### config.mk
export PLATFORM = sky130hd
export DESIGN_NAME = dcache_controller
export DESIGN_NICKNAME = d
export VERILOG_FILES = /design/src/rtl/dcache_pkg.sv /design/src/rtl/dcache_word_merge.sv /design/src/rtl/dcache_controller.sv
export SDC_FILE = /design/constraint.sdc
export NUM_CORES = 1
export LEC_CHECK = 0
export CAP_MARGIN = 40
export CELL_PAD_IN_SITES_DETAIL_PLACEMENT = 0
export CELL_PAD_IN_SITES_GLOBAL_PLACEMENT = 1
export CORE_AREA = 2 2 473 475
export DETAILED_ROUTE_END_ITERATION = 8
export DIE_AREA = 0 0 475 477
export MAX_ROUTING_LAYER = met4
export PLACE_DENSITY_LB_ADDON = 0.1
export SLEW_MARGIN = 10
export SYNTH_ARGS = -nofsm -noshare
export SYNTH_HDL_FRONTEND = slang
export SYNTH_HIERARCHICAL = 1
export SYNTH_SLANG_ARGS = --single-unit
### constraint.sdc
create_clock -name clk_i -period 10.23 [get_ports clk_i]
set_input_delay 1.5345 -clock clk_i [delete_from_list [all_inputs] [get_ports clk_i]]
set_output_delay 1.5345 -clock clk_i [all_outputs]
set_load 0.02 [all_outputs]
### src/rtl/dcache_pkg.sv
// rtl/dcache_pkg.sv - shared widths, tag-field layout and controller state type
package dcache_pkg;

    localparam int ADDR_W     = 32;
    localparam int WORD_W     = 32;
    localparam int LINE_W     = 256;
    localparam int IDX_W      = 4;
    localparam int TAG_W      = 23;
    localparam int OFFSET_W   = 5;
    localparam int WSEL_W     = 3;
    localparam int SRAM_TAG_W = TAG_W + 2;

    // SRAM tag field is {valid, dirty, tag}
    localparam int VALID_BIT = 24;
    localparam int DIRTY_BIT = 23;

    typedef enum logic [2:0] {
        S_IDLE,
        S_MISS,
        S_WRITEBACK,
        S_READMISS,
        S_READMISSOK
    } state_e;

endpackage

### src/rtl/dcache_word_merge.sv
// rtl/dcache_word_merge.sv - word select for loads and word replace for stores
module dcache_word_merge
    import dcache_pkg::*;
(
    input  logic [LINE_W-1:0] line_i,
    input  logic [WSEL_W-1:0] word_i,
    input  logic [WORD_W-1:0] wdata_i,
    output logic [WORD_W-1:0] rdata_o,
    output logic [LINE_W-1:0] line_o
);

    logic [7:0] bit_base;

    assign bit_base = {word_i, 5'b00000};

    // load path: pick the addressed 32-bit word out of the line
    always_comb begin
        rdata_o = line_i[bit_base +: WORD_W];
    end

    // store path: same line with only the addressed word replaced
    always_comb begin
        line_o                       = line_i;
        line_o[bit_base +: WORD_W]   = wdata_i;
    end

endmodule

### src/rtl/dcache_controller.sv
// rtl/dcache_controller.sv - 2-way data cache controller: hit detect, store merge, write-back and refill
module dcache_controller
    import dcache_pkg::*;
(
    input  logic                  clk_i,
    input  logic                  rst_i,
    input  logic                  cpu_req_i,
    input  logic                  cpu_write_i,
    input  logic [ADDR_W-1:0]     cpu_addr_i,
    input  logic [WORD_W-1:0]     cpu_data_i,
    output logic [WORD_W-1:0]     cpu_data_o,
    output logic                  cpu_stall_o,
    output logic                  mem_enable_o,
    output logic                  mem_write_o,
    output logic [ADDR_W-1:0]     mem_addr_o,
    output logic [LINE_W-1:0]     mem_data_o,
    input  logic [LINE_W-1:0]     mem_data_i,
    input  logic                  mem_ack_i,
    output logic [IDX_W-1:0]      sram_addr_o,
    output logic [SRAM_TAG_W-1:0] sram_tag_o,
    output logic [LINE_W-1:0]     sram_data_o,
    output logic                  sram_enable_o,
    output logic                  sram_write_o,
    input  logic [SRAM_TAG_W-1:0] sram_tag_i,
    input  logic [LINE_W-1:0]     sram_data_i,
    input  logic                  sram_hit_i
);

    state_e              state_q, state_d;
    logic [LINE_W-1:0]   line_buf_q, line_buf_d;

    logic [TAG_W-1:0]    addr_tag;
    logic [IDX_W-1:0]    addr_idx;
    logic [WSEL_W-1:0]   addr_word;
    logic                unused_byte_bits;
    logic [WORD_W-1:0]   hit_word;
    logic [LINE_W-1:0]   merged_line;

    // the address is used straight from the CPU; it is held stable while stalled
    assign addr_tag         = cpu_addr_i[ADDR_W-1 -: TAG_W];
    assign addr_idx         = cpu_addr_i[OFFSET_W +: IDX_W];
    assign addr_word        = cpu_addr_i[2 +: WSEL_W];
    assign unused_byte_bits = ^cpu_addr_i[1:0];
    assign sram_addr_o      = addr_idx;

    dcache_word_merge u_merge (
        .line_i  (sram_data_i),
        .word_i  (addr_word),
        .wdata_i (cpu_data_i),
        .rdata_o (hit_word),
        .line_o  (merged_line)
    );

    // stall covers the detecting IDLE cycle and every cycle until the retry hits
    assign cpu_stall_o = (state_q != S_IDLE) | (cpu_req_i & ~sram_hit_i);

    // next-state and output decode; all outputs derive from state and stable inputs
    always_comb begin
        state_d       = state_q;
        line_buf_d    = line_buf_q;
        cpu_data_o    = '0;
        mem_enable_o  = 1'b0;
        mem_write_o   = 1'b0;
        mem_addr_o    = '0;
        mem_data_o    = '0;
        sram_tag_o    = '0;
        sram_data_o   = '0;
        sram_enable_o = 1'b0;
        sram_write_o  = 1'b0;
        case (state_q)
            S_IDLE: begin
                if (cpu_req_i) begin
                    if (sram_hit_i) begin
                        sram_enable_o = 1'b1;
                        if (cpu_write_i) begin
                            sram_write_o = 1'b1;
                            sram_data_o  = merged_line;
                            sram_tag_o   = {1'b1, 1'b1, addr_tag};
                        end else begin
                            cpu_data_o = hit_word;
                        end
                    end else begin
                        // no SRAM enable on a miss so the LRU bit is left alone
                        state_d = S_MISS;
                    end
                end
            end
            S_MISS: begin
                if (sram_tag_i[VALID_BIT] && sram_tag_i[DIRTY_BIT]) begin
                    state_d = S_WRITEBACK;
                end else begin
                    state_d = S_READMISS;
                end
            end
            S_WRITEBACK: begin
                mem_enable_o = 1'b1;
                mem_write_o  = 1'b1;
                mem_addr_o   = {sram_tag_i[TAG_W-1:0], addr_idx, {OFFSET_W{1'b0}}};
                mem_data_o   = sram_data_i;
                if (mem_ack_i) begin
                    state_d = S_READMISS;
                end
            end
            S_READMISS: begin
                mem_enable_o = 1'b1;
                mem_addr_o   = {addr_tag, addr_idx, {OFFSET_W{1'b0}}};
                if (mem_ack_i) begin
                    line_buf_d = mem_data_i;
                    state_d    = S_READMISSOK;
                end
            end
            S_READMISSOK: begin
                // SRAM sees a miss here, so it fills its LRU way
                sram_enable_o = 1'b1;
                sram_write_o  = 1'b1;
                sram_tag_o    = {1'b1, 1'b0, addr_tag};
                sram_data_o   = line_buf_q;
                state_d       = S_IDLE;
            end
            default: begin
                state_d = S_IDLE;
            end
        endcase
    end

    // state and refill line buffer; reset abandons any miss in flight
    always_ff @(posedge clk_i or negedge rst_i) begin
        if (!rst_i) begin
            state_q    <= S_IDLE;
            line_buf_q <= '0;
        end else begin
            state_q    <= state_d;
            line_buf_q <= line_buf_d;
        end
    end

endmodule

After elaboration in Yosys (flattened, before gate mapping)
Cells that the tools add are included.

storage, ports and cells
  bits of input ports = 607
  output and inout port bits = 610
  flip-flop bits (word level) = 259

operators by class
  muxes and demuxes = 30
  bitwise logic cells = 3
  eq/ne operators = 8
  shift operators = 3
  add/sub/neg operators = 1
  reductions and logical operators = 6

operators with widths
  cell                                                                        number
  256-bit two-way mux                                                         4
  256-bit one-hot mux with 2 select lines                                     1
  256-bit bitwise mux                                                         1
  32-bit by 10-bit variable shift with 256-bit output (first input constant)  1
  256-bit by 9-bit indexed part select with 32-bit output                     1
  32-bit by 10-bit indexed part select with 256-bit output                    1
  32-bit two-way mux                                                          4
  25-bit two-way mux                                                          3
  32-bit one-hot mux with 2 select lines                                      1
  25-bit one-hot mux with 2 select lines                                      1
  3-bit two-way mux                                                           4
  3-bit one-hot mux with 4 select lines                                       1
  8-bit negator with 10-bit output                                            1
  1-bit two-way mux                                                           8
  2-bit inequality test (second input constant)                               4
  3-bit by 2-bit == test with 1-bit output (second input constant)            2
  1-bit one-hot mux with 2 select lines                                       2
  4-bit AND reduction                                                         1
  3-bit by 1-bit == test with 1-bit output (second input constant)            1
  3-bit == test (second input constant)                                       1
  3-bit zero test                                                             1
  3-bit nonzero test                                                          1
  2-bit AND reduction                                                         1
  2-bit OR reduction                                                          1
  4 further kinds                                                             4

Longest topological paths before layout
  word-level depth = 7
  mapped depth = 11
  gate-level depth less buffers = 7

Hierarchy
Netlist, hierarchy kept.

modules (own cells, without submodules)
  module             cells each  instances  area each (um^2)
  dcache_controller  1292        1          15702.6
  dcache_word_merge  593         1          5803.1

Worst setup path after synthesis
Ideal clock, no wire load.

  path kind = input to output
  from = input port cpu_addr_i[3]
  to = output port sram_data_o[246]
  path buffers = 4
  slack = 4.806 ns
  cell stages on the path = 10
  arrival = 3.889 ns
  cell sequence = buf_2 inv_1 buf_1 ha_1 ha_1 buf_2 nor3b_2 buf_2 mux2_2 a22o_1

between the ends
  longest elaborated chain between the ends = 7

RTL lines
  element                                                                                                                          RTL line                 source
  from (decl)                                                                                                                      dcache_controller.sv:9   input logic [ADDR_W-1:0] cpu_addr_i,
  8-bit negator with 10-bit output *                                                                                               dcache_word_merge.sv:24  line_o[bit_base +: WORD_W] = wdata_i;
  32-bit by 10-bit indexed part select with 256-bit output or 32-bit by 10-bit variable shift with 256-bit output (tied branches)  dcache_word_merge.sv:24
  256-bit bitwise mux *                                                                                                            dcache_word_merge.sv:24
  net merged_line[246]                                                                                                             dcache_controller.sv:37  logic [LINE_W-1:0] merged_line;
  256-bit two-way mux *                                                                                                            dcache_controller.sv:75  if (cpu_write_i) begin
  256-bit two-way mux *                                                                                                            dcache_controller.sv:73  if (sram_hit_i) begin
  256-bit two-way mux *                                                                                                            dcache_controller.sv:72  if (cpu_req_i) begin
  256-bit one-hot mux with 2 select lines *                                                                                        dcache_controller.sv:70  case (state_q)
  to (decl)                                                                                                                        dcache_controller.sv:21  output logic [LINE_W-1:0] sram_data_o,

The timed path passes the listed nets; every way through them passes the cells marked *.

Worst setup path after layout
  from = input port cpu_addr_i[3]
  to = output port sram_data_o[193]

The elaborated chain is that of the path after synthesis.

==> run metrics <==
run status finished, final reports clean; ys async rst share 1.000; largest net degree at the start of global routing 100; CP endpoint sram_data_o[193]; core area 0.2214 sq mm; crit path time final a little under 7 ns; Yosys Warn Count 6; First DRT Iteration DRCs ~900; setup TNS 0 ns; met3 usage 0.05717; CP Launch Type input pin; Power Density 211.4 mW/mm^2; nets 3,618; number of synthesized register bits 259; Post-DRT Antenna Nets 0; Pins Over Slew Limit 0; Internal 4.915 mW; Cells after Synth 1,885; Buffers on Ports ~1,200; worst-skew pair later-pin latency 0.66 ns; Layout area overhead 80.23%; most frequent cells in the layout clkdlybuf4s50_1, and2_1, mux2_2; Total GRT Usage 0.1780; die area 0.2266 sq mm; pre-CTS WS 3.285 ns; Clock Tree Root clkbuf_16; first-pass GRT wire length approximately 260,000 um; combinational power share 0.546; vias in the first global route roughly 22,000; Crit. End Element primary output; slew at the pin closest to its max-slew limit 1.065 ns; Min-Delay Path Class reg2reg; Worst R2R Setup Slack 6.41 ns; Clock power frac 0.219; Reg2Reg Depth 7; drt wl/cell around 33 um; Post-CTS Setup Inserts 0; cts hold-fix bufs 0; CP max FO 34; max-cap violation count 0; share of layout cells above drive strength 1 0.2387; number of synthesized flops with an enable pin 0; Worst Path Required 8.70 ns; CTS tree yes; vias 20,970; Clk pin slew, worst setup/hold paths 0.06 ns; grt met2 use 0.2792; Hold Fails Final Rpt 0; M1 GR Usage 0.2264; Synth cell types 38; commonest non-fill, non-tap cell in the layout clkdlybuf4s50_1; switching share of power 0.4001; DR DRC count 0; CP startpoint cpu_addr_i[3]; cts repair resizes 0; Syn Std Cell Area 0.02151 sq mm; RSZ-0062 raised after global routing no; f_max about 150 MHz; period utilization 0.6666; top_reg_cell synth dfrtp_1; busiest grt layer met2; grt ovf 0; CTS Sinks 259; sequential power share 0.235; worst vdd ir 112.8 uV; Pre-antenna DRT Iters 5; cts bufs inserted 46; Vias/cell between 3 and 4; deepest level of the CTS H-tree 2; worst flop-to-flop path startpoint state_q[1]; Filler Cells Inserted 24,590; crit path kind in2out; R2R Path End line_buf_q[187]; height of the die 477 um; max_slew headroom 0.2898; worst setup margin 3.411 ns; Detailed Place HPWL between 150,000 and 200,000 um; Setup violations, final 0; WL final 203,200 um; leakage around 15 nW; Bufs on Longest Clock Path 3; synthesized area per cell 11.41 sq um; Switch Pwr 3.278 mW; Die X 475 um; Rows 173; Final Wtd Congestion 0.8527; initial core utilization 0.09712; Tot Pwr 8.194 mW; clk_skew 0.02000 ns; I/O pin count 1,217; initial antenna violation count between 100 and 150; post-synthesis sequential area ratio 0.3014; Critical Path AT about 5.3 ns
[area by class of cell]
| cell class | instances | area, sq um | share of cell area |
|---|---|---|---|
| multi-input combinational | 1431 | 13960 | 0.3603 |
| clock buffer | 65 | 1364 | 0.03519 |
| timing repair buffer | 1261 | 12810 | 0.3305 |
| inverter | 6 | 22.52 | 0.0005811 |
| tap | 2975 | 3722 | 0.09604 |
| antenna | 54 | 135.1 | 0.003486 |
| sequential | 259 | 6481 | 0.1672 |
| clock inverter | 19 | 261.5 | 0.006747 |
[registers in the layout (all words and copies together), names as in the netlist]
register,count
state_q,3
line_buf_q,256
[worst min path at each step]
| stage | slack (ns) | depth (start not counted) | end | startpoint |
|---|---|---|---|---|
| final | 0.51 | 1 | line_buf_q[85] | line_buf_q[85] |
| after global routing | 0.52 | 1 | line_buf_q[243] | line_buf_q[243] |
| after CTS | 0.51 | 1 | line_buf_q[115] | line_buf_q[115] |
| after detailed placement | 0.49 | 1 | line_buf_q[201] | line_buf_q[201] |
| after global placement | 0.49 | 1 | line_buf_q[100] | line_buf_q[100] |
| after floorplan | 0.48 | 1 | line_buf_q[219] | line_buf_q[219] |
[worst max-delay path, cell delays in order]
cell,delay (ns)
buf_2,0.12
inv_2,0.50
ha_1,0.32
ha_1,0.44
nor3b_4,0.25
buf_4,0.63
mux2_2,0.41
a22o_1,0.26
clkdlybuf4s50_1,0.75
[routing by layer]
metal  up-vias  part of all wire
met2       994              0.46
met1     10620              0.45
met5         -                 0
li1       9208                 -
met4         0             0.014
met3       153             0.081
[stage by stage]
step           utilization  hold WS (ns)  cells  cell area (sq um)
2_1_floorplan            -        0.4815   1889              21520
3_3_place_gp        0.1655        0.4924   5916              36650
3_5_place_dp        0.1670        0.4926   5931              36980
4_1_cts             0.1744        0.5089   6015              38610
5_1_grt             0.1748        0.5191   6053              38720
6_report            0.1750        0.5087   6070              38760
[synth_stat cells, types with 2 or more instances]
cell,count,area share
mux4_2,64,0.067
nor3_1,3,0.00070
buf_2,58,0.013
mux2_4,220,0.15
dfrtp_1,259,0.30
nor3b_2,3,0.0017
a21oi_1,2,0.00047
and2_1,410,0.12
mux2i_1,24,0.011
inv_1,5,0.00087
nand3b_1,2,0.00070
buf_8,12,0.0084
nand2_1,100,0.017
a31oi_1,2,0.00058
buf_4,27,0.0094
mux2_2,290,0.15
a22o_1,256,0.10
nor2_1,26,0.0045
buf_6,15,0.0079
clkbuf_1,74,0.013
nor3b_1,3,0.0010
buf_1,7,0.0012
ha_1,6,0.0035
o21ai_0,3,0.00070
[power groups by stage]
stage	Combinational [mW]	Sequential (mW)	Clock, mW
global placement	4.51	1.96	0
detailed placement	4.55	1.95	0
CTS	4.58	1.94	1.90
finish	4.48	1.92	1.80
global route	4.74	2.00	1.91
floorplan	2.55	1.77	0
[logic make-up (layout without fill, tap and decap cells)]
logic type / count (synthesis) / count (layout) / share of synthesized area
other cells: 1 / 59 / 0.0001744
buf+inv: 199 / 1351 / 0.05434
simple gates: 555 / 555 / 0.1491
mux: 598 / 598 / 0.3836
fa+ha+maj: 6 / 6 / 0.003491
compound gates: 267 / 267 / 0.1079
flops: 259 / 259 / 0.3014
Power figures use the tool's default switching activity.
